--- config.mk ---
export PLATFORM = sky130hd
export DESIGN_NAME = riscv_instr_loader
export DESIGN_NICKNAME = d
export VERILOG_FILES = /design/src/rtl/riscv_instr_loader.sv
export SDC_FILE = /design/constraint.sdc
export NUM_CORES = 1
export LEC_CHECK = 0
export ABC_AREA = 1
export CAP_MARGIN = 25
export CELL_PAD_IN_SITES_DETAIL_PLACEMENT = 1
export CELL_PAD_IN_SITES_GLOBAL_PLACEMENT = 2
export CORE_MARGIN = 5
export CORE_UTILIZATION = 33
export CTS_CLUSTER_SIZE = 8
export DETAILED_ROUTE_END_ITERATION = 12
export GPL_ROUTABILITY_DRIVEN = 0
export PLACE_DENSITY_LB_ADDON = 0.05
export SKIP_LAST_GASP = 1
export SLEW_MARGIN = 20
export SYNTH_ARGS = -nofsm -noshare
export SYNTH_HDL_FRONTEND = slang
export SYNTH_SLANG_ARGS = --single-unit
export TNS_END_PERCENT = 100
--- constraint.sdc ---
create_clock -name clk -period 3.66 [get_ports clk]
set_input_delay 0.366 -clock clk [delete_from_list [all_inputs] [get_ports clk]]
set_output_delay 0.366 -clock clk [all_outputs]
set_load 0.01 [all_outputs]
--- src/rtl/riscv_instr_loader.sv ---
// Instruction-memory loader: turns a 32-bit word stream (address header, byte count,
// packed data) into byte-wide writes on the picorv32 instruction config port.
module riscv_instr_loader #(
    parameter int ADDR_BITS = 24,
    parameter int LEN_BITS  = 24
) (
    input  logic                 clk,
    input  logic                 resetn,
    input  logic [31:0]          din,
    input  logic                 val_in,
    output logic                 ready_upward,
    output logic [ADDR_BITS-1:0] instr_config_addr,
    output logic [7:0]           instr_config_din,
    output logic                 instr_config_wr_en,
    output logic                 busy,
    output logic                 done
);

    // state   | meaning
    // S_ADDR  | waiting for header word (start address)
    // S_LEN   | waiting for byte-count word
    // S_FETCH | waiting for next packed data word
    // S_EMIT  | writing one byte per cycle from the latched word
    // S_DONE  | one-cycle completion pulse
    typedef enum logic [2:0] {
        S_ADDR  = 3'd0,
        S_LEN   = 3'd1,
        S_FETCH = 3'd2,
        S_EMIT  = 3'd3,
        S_DONE  = 3'd4
    } state_t;

    state_t               r_state;
    state_t               w_next;
    logic [ADDR_BITS-1:0] r_cur_addr;
    logic [LEN_BITS-1:0]  r_remaining;
    logic [31:0]          r_shreg;
    logic [1:0]           r_idx;
    logic                 w_xfer;

    // Gating with resetn keeps ready low while reset is held even though S_ADDR accepts.
    assign ready_upward       = resetn && ((r_state == S_ADDR) || (r_state == S_LEN) ||
                                           (r_state == S_FETCH));
    assign w_xfer             = val_in && ready_upward;
    assign instr_config_wr_en = (r_state == S_EMIT);
    assign instr_config_addr  = r_cur_addr;
    assign instr_config_din   = r_shreg[{r_idx, 3'b000} +: 8];
    assign busy               = (r_state != S_ADDR);
    assign done               = (r_state == S_DONE);

    always_ff @(posedge clk or negedge resetn) begin
        if (!resetn) begin
            r_state <= S_ADDR;
        end else begin
            r_state <= w_next;
        end
    end

    always_comb begin
        w_next = r_state;
        case (r_state)
            S_ADDR: begin
                if (w_xfer) w_next = S_LEN;
            end
            S_LEN: begin
                if (w_xfer) w_next = (din[LEN_BITS-1:0] == '0) ? S_DONE : S_FETCH;
            end
            S_FETCH: begin
                if (w_xfer) w_next = S_EMIT;
            end
            S_EMIT: begin
                if (r_remaining == LEN_BITS'(1)) w_next = S_DONE;
                else if (r_idx == 2'd3)          w_next = S_FETCH;
            end
            S_DONE:  w_next = S_ADDR;
            default: w_next = S_ADDR;
        endcase
    end

    always_ff @(posedge clk or negedge resetn) begin
        if (!resetn) begin
            r_cur_addr  <= '0;
            r_remaining <= '0;
            r_shreg     <= '0;
            r_idx       <= '0;
        end else begin
            case (r_state)
                S_ADDR: begin
                    if (w_xfer) r_cur_addr <= din[ADDR_BITS-1:0];
                end
                S_LEN: begin
                    if (w_xfer) r_remaining <= din[LEN_BITS-1:0];
                end
                S_FETCH: begin
                    if (w_xfer) begin
                        r_shreg <= din;
                        r_idx   <= 2'd0;
                    end
                end
                S_EMIT: begin
                    // Address wraps naturally at 2^ADDR_BITS; the count is independent of it.
                    r_cur_addr  <= r_cur_addr + 1'b1;
                    r_remaining <= r_remaining - 1'b1;
                    r_idx       <= r_idx + 2'd1;
                end
                default: ;
            endcase
        end
    end

endmodule

Word level (Yosys, flattened, before mapping)
Cells that the tools add are included.

Bits in registers: 85. Logic and storage cells: 46. Output and inout bits: 36. Input port bits: 35.

Multiplexer cells: 12. Add/subtract/negate cells: 3. Reductions and logical operators: 15. Equality and inequality tests: 10. Shifts and indexed selects: 1.

Operators with widths (number): $pmux W24 S2 (2); $shiftx A32 B6 Y8 (1); $add A24 B1 Y24 const B (1); $eq A24 B1 Y1 const B (1); $logic_not A24 Y1 (1); $mux W24 (1); $sub A24 B1 Y24 const B (1); $mux W3 (6); $pmux W3 S4 (1); $reduce_and A2 Y1 (4); $eq A3 B2 Y1 const B (2); $ne A2 B2 Y1 const B (3); $reduce_bool A2 Y1 (3); $pmux W2 S2 (1); $reduce_and A4 Y1 (1); $eq A3 B1 Y1 const B (1); $eq A3 B3 Y1 const B (1); $logic_not A3 Y1 (1); $ne A3 B1 Y1 const B (1); $reduce_bool A3 Y1 (1); $add A2 B1 Y2 const B (1); $eq A2 B2 Y1 const B (1); $logic_and A1 B1 Y1 (2); $logic_or A1 B1 Y1 (2); $mux W2 (1).

Logic depth before layout (Yosys ltp)
Gate-level depths: netlist of the first run.

Depth after elaboration: 7. Depth in mapped cells: 12. Depth with buffers taken out: 12.

Least setup slack after synthesis of the first run
Ideal clock, no wire load.

Path kind: reg-to-output. Start point: reg r_idx[0]. End point: out instr_config_din[0]. Setup slack: 2.136 ns. Stages on the path, launching flop included: 5. Required time: 3.294 ns. Buffers on the path: 1. Data arrival time: 1.158 ns. Cells stage by stage: dfrtp_1 -> inv_1 -> clkbuf_1 -> nor2_1 -> o22ai_1.

Longest elaborated chain between the ends: 1.

Ends and longest elaborated chain: start: declaration (line 38) `logic [1:0] r_idx;`; start signal: assignment (line 104) `r_idx <= r_idx + 2'd1;`; $shiftx A32 B6 Y8 (line 47) `assign instr_config_din = r_shreg[{r_idx, 3'b000} +: 8];`; end: declaration (line 13) `output logic [7:0] instr_config_din,`.

No other way between the ends.

Final worst setup path of the first run
Start point: reg r_idx[0]. End point: out instr_config_din[6].

Same word-level chain as after synthesis.

==> results.toml, run 1 <==
[status]
status = "finished, final reports clean"

[worst_setup_path]
critPathKind = "flop to output port"
critical_path_buf_inv_count = 2
arrival_ps = 2360
critPathTopFamily = "buffers and inverters"
cpPeakStageDelay_ps = 580
required_ps = 3290
cp-start-kind = "flop"
crit_path_max_fanout = 18
cp_cell_sequence = "inv_1 -> nor2_1 -> o22ai_1 -> clkdlybuf4s50_1"
endpoint_kind = "output port"
cpMaxStageDelayCell = "dfrtp_1"

[clock_tree]
cts_tree = "built"
cts_root_buffer = "clkbuf_16"
clk_pin_slew_worst_paths_ps = 70
htreeDepth = 3
cts_buffers = 9
clk_latency_ps = 350
cts_resized = 0
cts_buffer_depth = 2
cts.hold.buffers_added = 0
numClockSinks = 85
postCtsSetupRepairBufs = 0

[global_routing]
grt_pass1_wl_um = 30500
antenna_found_initial = 0
grt_pass1_vias = 5393
grt_overflow = 0
grt_max_degree = 61
track_usage = 0.214

[power]
ir_worst_vdd_v = 0.000350
p_int_mw = 2.93
power_frac_seq = 0.356
switchingPower_mw = 2.29
p_comb_frac = 0.458
swShare = 0.439
leakagePower_nw = 2.96
p_clk_frac = 0.185
power.density_nw_per_um2 = 816

[run]
cap_violations = 0

[logic_synthesis]
synthTopCellsByCount = "nand2_1, nand3_1, nor2_1"
synth_edf_count = 0
syn_nets = 806
synth.most_common_cell = "nand2_1"
synthFlopType = "dfrtp_1"
ys_ff_latch = 85
yosysTopAreaCell = "dfrtp_1"
synthTopCellsByArea = "dfrtp_1, nand2_1, nand3_1, nor2_1, o21ai_0"
seq_area_frac_synth = 0.412
synth_top_area_share = 0.412
avgSynthCellArea_um2 = 6.74
synthArstFlopShare = 1.00
syn_area_um2 = 5170
synth_cell_types = 27
synthCells = 767
yosysWarnings = 0

[place]
post-place-ws_ps = 1280
dp_hpwl_um = 14300
io_buffers = 70
placed_area_um2 = 6100

[timing]
hold_viol = 0
setup_viol_count_final = 0
rsz0062_at_grt = "false"
fin_crit_ps = 2720
maxSlewViolCount = 0
relSlewSlack = 0.506
period_share = 0.744
fin_ws_ps = 937
setup_tns_ps = 0
fin_skew_ps = 6.16
worst_pin_slew_ps = 741
clock.fmax_mhz = 367

[detailed_routing]
post_drt_wl_per_cell_um = 18.3
drc_errors = 0
vias = 5321
antenna_left = 0
avgViaCountPerCell = 5.09
routed_wl_um = 19100
dr.pass1.iters = 5
initialDrtViolationCount = 294

[cells_and_area]
utilization = 0.419
drive_above_1_share = 0.0492
fillers = 1964
diodes = 0
nets = 869
area_growth_pct = 23.8
stdcell_area_um2 = 6400

[floorplan]
core-area_um2 = 15300
die_w_um = 135
io_pins = 71
initial_utilization = 0.339
die_y_um = 135
placementRows = 45
die_area_um2 = 18300

[hold_path]
min_path_type = "primary input to async pin"
[metal layers]
layer / global-route usage / up-vias / routed length [um] / share of wire
met1: 0.295 / 2611 / 9120 / 0.48
met4: 0.0521 / 0 / 269 / 0.014
li1: - / 2605 / - / -
met2: 0.355 / 87 / 9200 / 0.48
met5: 0 / - / 0 / 0
met3: 0.0334 / 18 / 550 / 0.029
[logic make-up after synthesis]
| group | share of synthesized area |
|---|---|
| AO/OA/AOI/OAI | 0.0843 |
| XOR/XNOR | 0.0203 |
| adder cells (fa/ha/maj) | 0.00969 |
| buffers and inverters | 0.0760 |
| flip-flops | 0.412 |
| AND/OR/NAND/NOR | 0.398 |
[worst register-to-register path: cells and delay by family, from the launching register on]
family / cells / cell delay [ps]
AOI/OAI and AO/OA: 1 / 120
DFF: 1 / 460
and+or+nand+nor: 5 / 690
buffers and inverters: 4 / 790
[through the flow]
step | power (mW) | hold WS (ps) | std cells
floorplan | 3.17 | 70.4 | 767
global placement | 4.20 | 460 | 1030
detailed placement | 4.29 | 465 | 1030
CTS | 5.27 | 89.1 | 1045
global route | 5.63 | 112 | 1045
finish | 5.22 | 85.8 | 1045
[sequential cells by signal (all words and copies together), names as in the netlist]
name / count
r_remaining: 24
instr_config_addr: 24
r_shreg: 32
r_idx: 2
r_state: 3
[worst paths after layout]
kind                                 start                    end  slack, ps  cells past startpoint
worst min-delay path                resetn            r_shreg[26]         90                      2
worst max-delay path              r_idx[0]    instr_config_din[6]        940                      4
worst min register to register  r_shreg[2]             r_shreg[2]        480                      2
worst max register to register  r_state[1]  instr_config_addr[16]       1530                     10
max in group asynchronous           resetn            r_shreg[22]       2430                      3
min in group clk                r_shreg[2]             r_shreg[2]        480                      2
[final cells by class]
cell class | count | area [um2] | share of cell area
clock inverter | 3 | 43.8 | 0.00685
tap | 211 | 264 | 0.0413
sequential | 85 | 2130 | 0.333
inverter | 73 | 274 | 0.0428
timing repair buffer | 79 | 778 | 0.122
clock buffer | 12 | 256 | 0.0401
multi-input combinational | 582 | 2650 | 0.415
[power by group through the flow]
stage	Sequential (mW)	Combinational, mW	Clock, mW
floorplan	1.75	1.42	0
global placement	1.85	2.35	0
detailed placement	1.87	2.42	0
CTS	1.86	2.43	0.989
global route	1.93	2.69	1.02
finish	1.86	2.39	0.968
[placed cells by master, fill, tap and decap left out, types with 8 or more instances in the layout]
| cell | Yosys | final |
|---|---|---|
| inv_1 | 66 | 66 |
| nand2_1 | 213 | 213 |
| o22ai_1 | 8 | 8 |
| dfrtp_1 | 85 | 85 |
| nor2_1 | 122 | 122 |
| buf_4 | 0 | 9 |
| clkdlybuf4s50_1 | 0 | 69 |
| clkbuf_16 | 0 | 9 |
| nand3_1 | 126 | 125 |
| o21ai_0 | 53 | 53 |
Power figures use the tool's default switching activity.
==> inputs of run 2 (changes only) <==
- CORE_UTILIZATION: 33 -> 27
- clock period: 3.66 -> 2.35 ns (I/O delays scaled with it)
==> run 2 against run 1 <==
Register-to-register slack worse by 1100 ps; critical path depth unchanged; count of clock-buffer cells in the layout is 3 lower; largest power group unchanged; clock skew rose by 1.6 ps; via count barely moved; die area rose by 20%; sequential share of layout area decreased by 0.32 points; clock power up 60%.
==> results.toml, run 2 (synthesis results as in run 1) <==
[power]
leakagePower_nw = 2.98
ir_worst_vdd_v = 0.000563
power.density_nw_per_um2 = 1270

[floorplan]
core-area_um2 = 18800
placementRows = 50
initial_utilization = 0.275
io_pins = 71
die_y_um = 148
die_w_um = 148
die_area_um2 = 22000

[run]
cap_violations = 0

[timing]
maxSlewViolCount = 0
fin_ws_ps = 85.0
clock.fmax_mhz = 442
fin_crit_ps = 2260
worst_pin_slew_ps = 797
fin_skew_ps = 7.79
relSlewSlack = 0.468
setup_tns_ps = 0
period_share = 0.964
rsz0062_at_grt = "false"
setup_viol_count_final = 0
hold_viol = 0

[global_routing]
grt_pass1_wl_um = 32400
antenna_found_initial = 0
track_usage = 0.190
grt_max_degree = 56
grt_pass1_vias = 5658
grt_overflow = 0

[cells_and_area]
utilization = 0.344
layout_commonest_cell = "nand2_1"
register_area_um2 = 2130
regMostFlops = "r_shreg"
nets = 874
area_growth_pct = 25.0
multi_input_area_um2 = 2650
drive_above_1_share = 0.0595
fillers = 2352
diodes = 0
largest_reg_flops = 32
final_cell_mix = "nand2_1, nand3_1, nor2_1"

[clock_tree]
cts_root_buffer = "clkbuf_16"
cts_buffers = 9
clk_pin_slew_worst_paths_ps = 70
htreeDepth = 3
cts_buffer_depth = 2
numClockSinks = 85
cts_tree = "built"
cts.hold.buffers_added = 0
clk_latency_ps = 360

[detailed_routing]
routed_wl_um = 20500
dr.pass1.iters = 4
antenna_left = 0
post_drt_wl_per_cell_um = 19.1
avgViaCountPerCell = 4.96
initialDrtViolationCount = 217
drc_errors = 0
vias = 5325

[status]
status = "finished, final reports clean"

[place]
post-place-ws_ps = 263
io_buffers = 70
dp_hpwl_um = 15700

[worst_setup_path]
arrival_ps = 2030
cp-start-kind = "flop"
required_ps = 2120
crit_path_max_fanout = 10
endpoint_kind = "output port"
critPathKind = "flop to output port"

[hold_path]
min_path_type = "primary input to async pin"
## run 2: path summary, 6_finish.rpt
check | from | endpoint | slack, ps | depth (start not counted)
setup / recovery | r_idx[1] | instr_config_din[6] | 90 | 4
hold / removal | resetn | r_remaining[5] | 110 | 2
setup reg to reg | r_state[1] | r_remaining[18] | 450 | 9
hold reg to reg | r_shreg[1] | r_shreg[1] | 480 | 2
max in group asynchronous | resetn | r_shreg[18] | 1260 | 3
min in group clk | din[29] | r_shreg[29] | 440 | 3
## run 2: report_power, final
part	leakage (nW)	switching [mW]	total, mW	internal (mW)
sequential	1.07	0.722	2.84	2.12
combinational	1.76	2.25	3.81	1.57
clock	0.149	0.709	1.55	0.843
total	2.98	3.68	8.21	4.53
## run 2: stage by stage
stage | instance area, um2 | cells | hold slack [ps] | total power [mW]
floorplan | 5170 | 767 | -60.6 | 4.94
global placement | 6150 | 1058 | 460 | 6.65
detailed placement | 6150 | 1058 | 470 | 6.75
CTS | 6460 | 1074 | 161 | 8.34
global route | 6460 | 1074 | 208 | 8.89
finish | 6460 | 1074 | 108 | 8.21
## run 2: critical path: stages (launching register included)
cell and delay [ps]:
dfrtp_1 500, inv_2 200, o21ai_0 130, o22ai_1 230, clkdlybuf4s50_1 600
## run 2: cell type report
| cell class | count | area share |
|---|---|---|
| Clock buffer | 9 | 0.0349 |
| Clock inverter | 7 | 0.0124 |
| Inverter | 73 | 0.0430 |
| Multi-Input combinational cell | 582 | 0.411 |
| Sequential cell | 85 | 0.329 |
| Tap cell | 234 | 0.0453 |
| Timing Repair Buffer | 84 | 0.124 |
## run 2: timing repair
action                                  CTS  global route
buffers inserted                          0             0
resized for setup                         2             0
endpoints found under the setup margin    5             0
## run 2: per-layer routing
| layer | track usage | vias up | routed length [um] |
|---|---|---|---|
| met5 | 0 | - | 0 |
| met4 | 0.0471 | 0 | 221 |
| met1 | 0.264 | 2639 | 9860 |
| met3 | 0.0198 | 14 | 711 |
| li1 | - | 2605 | - |
| met2 | 0.318 | 67 | 9710 |
==> inputs of run 3 (changes only) <==
- CAP_MARGIN: 25 -> 0
- CORE_UTILIZATION: 27 -> 28
- CTS_BUF_LIST: default -> sky130_fd_sc_hd__clkbuf_8
- CTS_CLUSTER_DIAMETER: default -> 40
==> run 3 against run 2 <==
Clock skew rose by 8.1 ps; power is 2.8% lower; worst hold slack improved by 290 ps; design area down 0.39%; wire length fell by 2.1%; combinational power is essentially flat; utilization grew 1.2 points; final cell count about the same; count of clock-buffer cells in the layout unchanged; critical path depth rose by 1; non-clock buffer count grew 4; global-route usage is 0.20 points higher; critical endpoint is now instr_config_din[1]; largest cell class unchanged; highest routed layer unchanged.
==> results.toml, run 3 (synthesis results as in run 1) <==
[global_routing]
grt_max_degree = 86
grt_pass1_vias = 5681
antenna_found_initial = 0
track_usage = 0.192
grt_overflow = 0
grt_pass1_wl_um = 32300

[power]
ir_worst_vdd_v = 0.000697
p_int_mw = 4.35
switchingPower_mw = 3.63
power.density_nw_per_um2 = 1240
swShare = 0.455
p_comb_frac = 0.481
power_frac_seq = 0.360
leakagePower_nw = 2.97
p_clk_frac = 0.159

[floorplan]
core-area_um2 = 18100
die_w_um = 146
initial_utilization = 0.286
die_y_um = 146
placementRows = 49
io_pins = 71
die_area_um2 = 21300

[timing]
fin_crit_ps = 2250
period_share = 0.958
relSlewSlack = 0.645
hold_viol = 0
rsz0062_at_grt = "true"
clock.fmax_mhz = 444
fin_skew_ps = 15.9
holdWs_ps = 401
fin_ws_ps = 97.9
worst_pin_slew_ps = 533
setup_viol_count_final = 0
maxSlewViolCount = 0

[clock_tree]
cts_buffer_depth = 2
cts_root_buffer = "clkbuf_8"
cts_tree = "built"
clk_latency_ps = 390
cts_buffers = 9
htreeDepth = 3
numClockSinks = 85
clk_pin_slew_worst_paths_ps = 100

[detailed_routing]
initialDrtViolationCount = 282
post_drt_wl_per_cell_um = 18.7
vias = 5349
antenna_left = 0
drc_errors = 0
dr.pass1.iters = 4
routed_wl_um = 20100
avgViaCountPerCell = 4.99

[place]
io_buffers = 70
post-place-ws_ps = 302
dp_hpwl_um = 15300

[worst_setup_path]
critPathKind = "flop to output port"
crit_path_max_fanout = 17
endpoint_kind = "output port"
cpMaxStageDelayCell = "clkdlybuf4s50_1"
rr_worst_depth = 9
cpPeakStageDelay_ps = 490
cp-start-kind = "flop"
arrival_ps = 2020
critPathTopFamily = "buffers and inverters"
path_depth = 5
critical_path_buf_inv_count = 3
cp_cell_sequence = "clkinvlp_4 -> buf_4 -> o21ai_0 -> o22ai_1 -> clkdlybuf4s50_1"
required_ps = 2120

[cells_and_area]
nets = 878
diodes = 0
drive_above_1_share = 0.0628
area_growth_pct = 24.5
regMostFlops = "r_shreg"
largest_reg_flops = 32
final_cell_mix = "nand2_1, nand3_1, nor2_1"
layout_commonest_cell = "nand2_1"

[run]
cap_violations = 0

[hold_path]
holdPathStages = 3
min_path_type = "primary input to flop"

[status]
status = "finished, final reports clean"
## run 3: changes by cell type in the layout (fill, tap and decap cells not counted), sizes merged
cell         delta
buf             +3
inv             -1
bufinv          +1
dlygate4sd3     +1
## run 3: repair_timing
action                     in CTS  in global routing
hold buffers                    1                  0
hold endpoints to repair       85                  0
gates resized for setup         1                  1
setup buffers                   0                  2
setup endpoints to repair       3                  7
## run 3: power by group through the flow
stage	Sequential, mW	Clock, mW	Combinational, mW
final	2.87	1.27	3.84
after global routing	2.98	1.37	4.33
after CTS	2.86	1.32	3.89
after detailed placement	2.89	0	3.87
after global placement	2.87	0	3.79
after floorplan	2.73	0	2.21
## run 3: metrics by stage
step                      total power, mW  utilization  cell area (um2)  setup TNS (ps)  instances
after global placement               6.66        0.341             6180               0       1054
after detailed placement             6.76        0.341             6180               0       1054
after global routing                 8.68        0.356             6430           -46.8       1073
after CTS                            8.07        0.355             6420               0       1071
after floorplan                      4.94            -             5170               0        767
final                                7.97        0.356             6430               0       1073
## run 3: final cells by class
class,count,area [um2]
tap,229,287
fill,2266,11700
multi-input combinational,582,2650
sequential,85,2130
clock buffer,9,124
timing repair buffer,88,861
clock inverter,7,105
inverter,73,278
## run 3: layer usage
layer | up-vias | routed length (um) | global-route usage
li1 | 2615 | - | -
met1 | 2636 | 9530 | 0.264
met3 | 14 | 819 | 0.0414
met4 | 0 | 241 | 0.0385
met2 | 84 | 9480 | 0.313
met5 | - | 0 | 0
## run 3: path summary, 6_finish.rpt
kind,startpoint,to,slack (ps)
hold / removal,din[29],r_shreg[29],400
min in group asynchronous,resetn,r_shreg[5],460
hold reg to reg,r_shreg[30],r_shreg[30],490
setup reg to reg,r_state[2],r_remaining[18],490
max in group asynchronous,resetn,r_shreg[27],1460
setup / recovery,r_idx[0],instr_config_din[1],100
## run 3: worst reg2reg max path, stage by stage, from the launching register on
cell,delay [ps]
dfrtp_1,430
inv_2,110
o21ai_1,130
nor3_4,200
nand2_1,290
inv_2,380
nand2_1,100
nand2_1,80
inv_1,40
nand2_1,40
